**src/rtl/mem_port_arbiter.sv**
```systemverilog
// mem_port_arbiter: serialises NCH strobe/ready requesters onto one shared memory port
module mem_port_arbiter #(
    parameter int NCH = 2,
    parameter int AW = 32,
    parameter int DW = 32,
    parameter int FIXED_PRIO = 0
) (
    input  logic              clk,
    input  logic              reset,
    input  logic [NCH-1:0]    req_init,
    input  logic [3*NCH-1:0]  req_read_op,
    input  logic [2*NCH-1:0]  req_write_op,
    input  logic [AW*NCH-1:0] req_addr,
    input  logic [DW*NCH-1:0] req_wdata,
    output logic [NCH-1:0]    req_ready,
    output logic [DW-1:0]     req_rdata,
    output logic              mem_init,
    output logic [2:0]        mem_read_op,
    output logic [1:0]        mem_write_op,
    output logic [AW-1:0]     mem_addr,
    output logic [DW-1:0]     mem_wdata,
    input  logic              mem_ready,
    input  logic [DW-1:0]     mem_rdata,
    output logic [NCH-1:0]    grant,
    output logic              err
);
    localparam int IW = $clog2(NCH);
    typedef enum logic [1:0] {IDLE, ISSUE, WAIT} state_t;
    state_t state, state_nx;
    logic [NCH-1:0] pending;
    logic [2:0] slot_rop [NCH];
    logic [1:0] slot_wop [NCH];
    logic [AW-1:0] slot_addr [NCH];
    logic [DW-1:0] slot_wdata [NCH];
    logic [IW-1:0] rr, gidx, win;
    logic found, done;
    int idx;
    assign done = state != IDLE && mem_ready;
    assign mem_init = state == ISSUE;
    always_comb begin
        win = '0;
        found = 1'b0;
        idx = 0;
        for (int k = 0; k < NCH; k++) begin
            idx = (FIXED_PRIO != 0 ? 0 : int'(rr)) + k;
            idx = idx >= NCH ? idx - NCH : idx;
            if (!found && pending[idx]) begin
                found = 1'b1;
                win = IW'(idx);
            end
        end
    end
    always_comb state_nx = done ? IDLE : state == IDLE ? (found ? ISSUE : IDLE) : WAIT;
    always_ff @(posedge clk or negedge reset) begin
        if (!reset) begin
            state <= IDLE;
            pending <= '0;
            rr <= '0;
            gidx <= '0;
            req_ready <= '0;
            req_rdata <= '0;
            mem_read_op <= '0;
            mem_write_op <= '0;
            mem_addr <= '0;
            mem_wdata <= '0;
            grant <= '0;
            err <= 1'b0;
            for (int i = 0; i < NCH; i++) begin
                slot_rop[i] <= '0;
                slot_wop[i] <= '0;
                slot_addr[i] <= '0;
                slot_wdata[i] <= '0;
            end
        end else begin
            state <= state_nx;
            req_ready <= '0;
            if (state == IDLE && found) begin
                grant <= NCH'(1) << win;
                gidx <= win;
                mem_read_op <= slot_rop[win];
                mem_write_op <= slot_wop[win];
                mem_addr <= slot_addr[win];
                mem_wdata <= slot_wdata[win];
            end
            if (done) begin
                req_rdata <= mem_rdata;
                req_ready[gidx] <= 1'b1;
                pending[gidx] <= 1'b0;
                rr <= gidx == IW'(NCH - 1) ? '0 : gidx + 1'b1;
                grant <= '0;
            end
            // a strobe landing on the completing channel re-arms it rather than erroring
            for (int i = 0; i < NCH; i++) begin
                if (req_init[i] && pending[i] && !(done && gidx == IW'(i))) begin
                    err <= 1'b1;
                end else if (req_init[i]) begin
                    pending[i] <= 1'b1;
                    slot_rop[i] <= req_read_op[3*i +: 3];
                    slot_wop[i] <= req_write_op[2*i +: 2];
                    slot_addr[i] <= req_addr[AW*i +: AW];
                    slot_wdata[i] <= req_wdata[DW*i +: DW];
                end
            end
        end
    end
endmodule

```
**config.mk**
```make
export PLATFORM = sky130hd
export DESIGN_NAME = mem_port_arbiter
export DESIGN_NICKNAME = d
export VERILOG_FILES = /design/src/rtl/mem_port_arbiter.sv
export SDC_FILE = /design/constraint.sdc
export NUM_CORES = 1
export LEC_CHECK = 0
export ABC_AREA = 0
export CAP_MARGIN = 15
export CORE_ASPECT_RATIO = 1.5
export CORE_MARGIN = 1.5
export CORE_UTILIZATION = 41
export DETAILED_ROUTE_END_ITERATION = 6
export PLACE_DENSITY = 0.69
export REMOVE_ABC_BUFFERS = 1
export SETUP_SLACK_MARGIN = 0.1
export SLEW_MARGIN = 10
export SYNTH_ARGS = -nofsm -noshare
export SYNTH_HDL_FRONTEND = slang
export SYNTH_SLANG_ARGS = --single-unit
```
**constraint.sdc**
```tcl
create_clock -name clk -period 1.8 [get_ports clk]
set_input_delay 0.36 -clock clk [delete_from_list [all_inputs] [get_ports clk]]
set_output_delay 0.36 -clock clk [all_outputs]
set_load 0.02 [all_outputs]
```
==> metrics.md, run 1 <==
| Metric | Value |
|---|---|
| Worst Path Required | 1440 ps |
| IO Pins | 282 |
| Leak | 0.00627 uW |
| CTS sink cnt | 250 |
| RePlAce Congestion | 0.784 |
| # port buffers | 281 |
| Layout cells sized above 1 | 15.7% |
| Share of power burned in the clock network | 20.5% |
| Initial antenna violation count | 6 |
| Crit path largest cell delay | 440 ps |
| Clock Path Buffers | 3 |
| Routed WL | 35200 um |
| Final ANT Viol Nets | 0 |
| Critical path's top delay family | buffers and inverters |
| Flop2flop setup slack | 150 ps |
| Clk_lat worst skew | 520 ps |
| Synthesis Warnings | 0 |
| Post-layout nets | 1467 |
| H-Tree Depth | 1 |
| Worst Path Buf+Inv | 1 |
| Via count | 9621 |
| Slew margin rel. | 54.0% |
| Fin util | 57.4% |
| Post-detail-place hpwl | 22700 um |
| Tmin final | 1660 ps |
| Synthesis-to-layout area growth | 38.5% |
| Sw Share | 38.5% |
| Mapped cell area | 11200 um2 |
| Core Area | 27100 um2 |
| Maximum vdd drop | 0.00112 V |
| Slowest-stage cell, CP | dlygate4sd2_1 |
| Combinational share of power | 43.8% |
| Biggest fanout along the worst timing path | 2 |
| Synth Area per Inst | 10.8 um2 |
| Die height | 206 um |
| Worst-path clk slew | 60 ps |
| CP arrival | 1300 ps |
| TritonRoute pass-1 iters | 5 |
| Critical path cell sequence | dlygate4sd2_1 |
| Vias per cell | 5.81 |
| Reg power frac | 35.6% |
| Pwr dens | 1830 nW/um2 |
| DR iter-0 viols | 589 |
| Mapped Cells | 1040 |
| Fill count | 2358 |
| GRT Util Overall | 24.5% |
| Fin crit share | 92.5% |
| Startpoint Class | flop |
| PnR Total Power | 28500 uW |
| RSZ-0062 raised after global routing | yes |
| CTS root buffer | clkbuf_16 |
| WL per Instance | 21.2 um |
| Worst Path Class, Setup | reg2out |
| Gr ovfl total | 0 |
| CP endpoint kind | output port |
| Die area | 28500 um2 |
| Worst-Margin Slew | 689 ps |
| First-pass GRT wire length | 55500 um |
| Max Slew Vio Count | 0 |
| Sw Pwr | 11000 uW |
| Final setup viols | 0 |
| Pint | 17500 uW |
| DRC viols | 0 |
| Initial core utilization | 41.5% |
| Std cell rows | 74 |
| Vias in the first global route | 9919 |
| Final Hold Slack | 282 ps |
| Max Clock Freq | 601 MHz |
| Status | complete, no violations |
| Yosys reg bits | 250 |
| Hold Path Class | in2reg |
| Netlist cell types | 31 |
| Sequential fraction of the synthesis area | 55.6% |
| Final hold viol count | 0 |
| Die width | 138 um |
| TritonCTS clock tree | yes |
| Clock buffer count from CTS | 25 |
| Largest net degree at the start of global routing | 73 |
| Fin Clk Skew | 8.27 ps |
| Max-Cap Viols | 0 |
[power by group through the flow]
stage	Combinational, uW	Clock (uW)	Sequential (uW)
after floorplan	5740	0	11500
after global placement	13000	0	10100
after detailed placement	13300	0	10300
after CTS	12500	5970	10100
after global routing	13500	6220	10500
final	12500	5860	10200
[per-layer routing]
metal | up-vias | track usage [%] | share of wire (%)
li1 | 4315 | - | -
met1 | 4857 | 29.4 | 38
met2 | 364 | 42.0 | 50
met3 | 85 | 4.54 | 6.1
met4 | 0 | 12.8 | 5.1
met5 | - | 0 | 0
[layout by cell type, fill, tap and decap left out, drive strengths merged]
| master | n |
|---|---|
| nand2 | 70 |
| a21boi | 2 |
| o21a | 1 |
| dlygate4sd2 | 105 |
| dlygate4sd3 | 1 |
| and2b | 1 |
| o211a | 1 |
| nor2b | 1 |
| mux2 | 101 |
| nand3 | 70 |
| o211ai | 139 |
| dfrtp | 250 |
| or2 | 4 |
| inv | 3 |
| buf | 55 |
| clkinv | 3 |
| a221o | 1 |
| o21ai | 72 |
| clkdlybuf4s15 | 1 |
| nor2 | 6 |
| diode | 6 |
| a21oi | 70 |
| nand2b | 70 |
| bufinv | 5 |
| clkbuf | 35 |
| and2 | 1 |
| clkdlybuf4s50 | 172 |
| a31oi | 69 |
[flip-flops by register name, indices dropped and copies added (netlist names), 2 cells and up]
signal        count
mem_write_op      2
req_ready         2
req_rdata        32
mem_addr         32
grant             2
mem_wdata        32
state             2
slot_wop          4
slot_wdata       64
pending           2
slot_addr        64
slot_rop          6
mem_read_op       3
[synth_stat cells]
cell type / number / area [um2]
nand3_1: 70 / 350
a21boi_0: 1 / 7.51
or2_1: 2 / 12.5
mux2_2: 91 / 1020
buf_2: 33 / 165
clkbuf_2: 1 / 5.00
o21ai_1: 2 / 10.0
or2_2: 2 / 12.5
o211ai_2: 1 / 12.5
and2_1: 1 / 6.26
buf_1: 4 / 15.0
buf_6: 2 / 22.5
clkbuf_1: 65 / 244
nand2b_1: 70 / 438
buf_4: 4 / 30.0
a21boi_4: 1 / 18.8
and2b_1: 1 / 7.51
a221o_1: 1 / 10.0
inv_1: 1 / 3.75
o21ai_0: 70 / 350
o211a_1: 1 / 10.0
inv_2: 1 / 3.75
nor2_1: 6 / 22.5
o211ai_1: 138 / 1040
nor2b_1: 1 / 6.26
mux2_1: 10 / 113
o21a_1: 1 / 7.51
a31oi_1: 69 / 432
nand2_1: 70 / 263
dfrtp_1: 250 / 6260
a21oi_1: 70 / 350
[per-stage QoR]
stage	TNS, ps	setup slack [ps]	cells	instance area [um2]
floorplan	-681290	-4150	931	10800
global placement	-19750	-213	1601	14700
detailed placement	-22210	-234	1601	14700
CTS	0	114	1647	15500
global route	0	91.8	1657	15600
finish	0	135	1657	15600
[path summary, 6_finish.rpt]
check                              from             to  cells after the start
setup / recovery           mem_addr[17]   mem_addr[17]                      1
hold / removal              req_init[0]  slot_addr[42]                      3
setup reg to reg               state[0]  mem_wdata[24]                      5
hold reg to reg             slot_rop[1]    slot_rop[1]                      1
max in group asynchronous         reset     pending[0]                      3
min in group asynchronous         reset  slot_wdata[8]                      2
[kinds of logic after synthesis]
kind of cell           synth area share (%)
AND/OR/NAND/NOR                        9.95
buffers and inverters                  4.35
flip-flops                             55.6
multiplexers                           10.1
AO/OA/AOI/OAI                          20.0
[final cells by class]
class                      instances  area [um2]  area share [%]
sequential                       250        6260            40.2
multi-input combinational        679        4540            29.2
timing repair buffer             334        3380            21.7
clock buffer                      35         753            4.84
tap                              342         428            2.75
clock inverter                     9         178            1.14
antenna                            6        15.0          0.0964
inverter                           2        7.51          0.0482
[what timing repair did]
| action | CTS | global route |
|---|---|---|
| endpoints found under the setup margin | 145 | 45 |
| pin swaps | 0 | 1 |
| hold buffers | 1 | 0 |
| endpoints found under the hold margin | 40 | 0 |
| gates resized for setup | 112 | 3 |
| buffers inserted | 1 | 4 |
(Power assumes the default switching activity.)
==> run 2: changes to the inputs <==
- CORE_UTILIZATION: 41 -> 43
- PLACE_DENSITY: 0.69 -> 0.71
- SLEW_MARGIN: 10 -> 40
==> metrics.md, run 2 (synthesized netlist as in run 1, its figures left out) <==
| Metric | Value |
|---|---|
| Routed WL | 33600 um (-4.6%) |
| Fill count | 2230 (-5.4%) |
| Layout cells sized above 1 | 14.4% (-1.3 points) |
| Die area | 27200 um2 (-4.6%) |
| Maximum vdd drop | 0.00114 V (+1.5%) |
| DR iter-0 viols | 694 (+18%) |
| Gr ovfl total | 0 (unchanged) |
| # port buffers | 281 (unchanged) |
| Final ANT Viol Nets | 0 (unchanged) |
| Core Area | 25800 um2 (-5.0%) |
| Fin Clk Skew | 14.8 ps (+6.54 ps) |
| Status | complete, no violations |
| Max Slew Vio Count | 0 (unchanged) |
| Finished Cell Area | 15300 um2 (-1.7%) |
| Biggest fanout along the worst timing path | 36 (+34) |
| Most common cell after layout, fill and taps aside | dfrtp_1 |
| CTS sink cnt | 250 (unchanged) |
| TritonRoute pass-1 iters | 5 (unchanged) |
| CP arrival | 2030 ps (+730 ps) |
| Max-Cap Viols | 0 (unchanged) |
| Hold Path Class | in2reg |
| Final hold viol count | 0 (unchanged) |
| Worst-Margin Slew | 422 ps (-268 ps) |
| Final Hold Slack | 288 ps (+6.69 ps) |
| Leak | 0.00613 uW (-2.2%) |
| Vias in the first global route | 9655 (-2.7%) |
| Initial antenna violation count | 5 (-1) |
| Std cell rows | 72 (-2.7%) |
| DR WL met2 | 17100 um (-4.0%) |
| Tmin final | 1650 ps (-19.3 ps) |
| RSZ-0062 raised after global routing | yes |
| GRT Util Overall | 24.8% (+0.31 points) |
| Post-detail-place hpwl | 21600 um (-4.8%) |
| Top Metal Used | met4 |
| Detail Route met3 WL | 2030 um (-6.0%) |
| Worst Path Required | 2190 ps (+750 ps) |
| Crit path largest cell delay | 470 ps (+30 ps) |
| Vias per cell | 5.82 (+0.28%) |
| DRC viols | 0 (unchanged) |
| DP Area | 14600 um2 (-0.60%) |
| Synthesis-to-layout area growth | 36.1% |
| Post-layout nets | 1457 (-0.68%) |
| First-pass GRT wire length | 53100 um (-4.2%) |
| Initial core utilization | 43.6% (+2.2 points) |
| Largest regs | slot_addr (64), slot_wdata (64) |
| CP endpoint kind | flop |
| Clk_lat worst skew | 520 ps (about the same) |
| Clock buffer count from CTS | 25 (unchanged) |
| Fin crit share | 91.4% (-1.1 points) |
| Commonest cells after routing, fill and taps aside | dfrtp_1, clkdlybuf4s50_1, o211ai_1 |
| Clock Path Buffers | 3 (unchanged) |
| H-Tree Depth | 1 (unchanged) |
| Slew margin rel. | 71.9% (+18 points) |
| Max Clock Freq | 608 MHz (+1.2%) |
| Final setup viols | 0 (unchanged) |
| Met1 WL | 12900 um (-4.7%) |
| RePlAce Congestion | 0.803 (+2.4%) |
| Pwr dens | 1790 nW/um2 (-2.2%) |
| CTS root buffer | clkbuf_16 |
| Critical path cell sequence | o211ai_2, a21boi_4, buf_12, mux2_2 |
| Slowest-stage cell, CP | dfrtp_2 |
| IO Pins | 282 (unchanged) |
| TritonCTS clock tree | yes |
| Worst-path clk slew | 60 ps (about the same) |
| Via count | 9526 (-0.99%) |
| Die width | 135 um (-2.3%) |
| Die height | 201 um (-2.3%) |
| Startpoint Class | flop |
| Largest net degree at the start of global routing | 70 (-4.1%) |
| Worst Path Class, Setup | reg2reg |
| WL per Instance | 20.5 um (-3.4%) |
run 2: cell count changes in the layout (fill, tap and decap cells not counted), sizes merged:
cell,change
inv,-1
dlygate4sd2,+1
diode,-1
clkdlybuf4s15,-1
clkbuf,+3
clkinvlp,+1
bufinv,-3
buf,-10
clkinv,-1
run 2: timing repair:
item | 4_1_cts | 5_1_grt
setup buffers | 0 | 1
resized for setup | 112 | 1
hold endpoints to repair | 34 | 0
hold buffers | 1 | 0
endpoints found under the setup margin | 128 | 2
pin swaps | 0 | 0
run 2: final timing paths:
kind / from / to / cells past startpoint / slack (ps)
setup / recovery: state[1] / slot_wdata[3] / 4 / 150
hold / removal: req_init[0] / slot_wdata[44] / 3 / 290
setup reg to reg: state[1] / slot_wdata[3] / 4 / 150
hold reg to reg: slot_wop[0] / slot_wop[0] / 1 / 490
max in group asynchronous: reset / mem_wdata[10] / 3 / 800
min in group asynchronous: reset / req_rdata[21] / 2 / 320
run 2: layout make-up:
cell class | instances | area (um2) | area share (%)
clock buffer | 38 | 714 | 4.67
inverter | 2 | 7.51 | 0.0490
tap | 333 | 417 | 2.72
sequential | 250 | 6260 | 40.9
clock inverter | 5 | 77.6 | 0.507
multi-input combinational | 679 | 4540 | 29.6
timing repair buffer | 324 | 3280 | 21.4
antenna | 5 | 12.5 | 0.0817
run 2: per-layer routing:
metal,vias up,track usage (%)
li1,4299,-
met3,79,3.84
met4,0,12.4
met5,-,0
met2,380,41.5
met1,4768,30.9
run 2: report_power, final:
group	switching (uW)	leakage, uW	internal (uW)
Combinational	6810	0.00293	5320
Sequential	1720	0.00281	8410
Clock	2140	0.000384	3010
Total	10700	0.00613	16700
run 2: per-stage QoR:
step           TNS [ps]  setup slack, ps  total power [uW]  cells  util [%]
2_1_floorplan   -681290            -4150             17200    931         -
3_3_place_gp     -19990             -207             22800   1586      56.7
3_5_place_dp     -20380             -224             23200   1586      56.7
4_1_cts               0              142             27600   1630      59.3
5_1_grt               0             82.8             29200   1636      59.4
6_report              0              154             27400   1636      59.4
run 2: critical path, delay by kind of cell, from the launching register on:
family                 cells  cell delay (ps)
flip-flops                 1              470
AO/OA/AOI/OAI              2              400
multiplexers               1              360
buffers and inverters      1              250
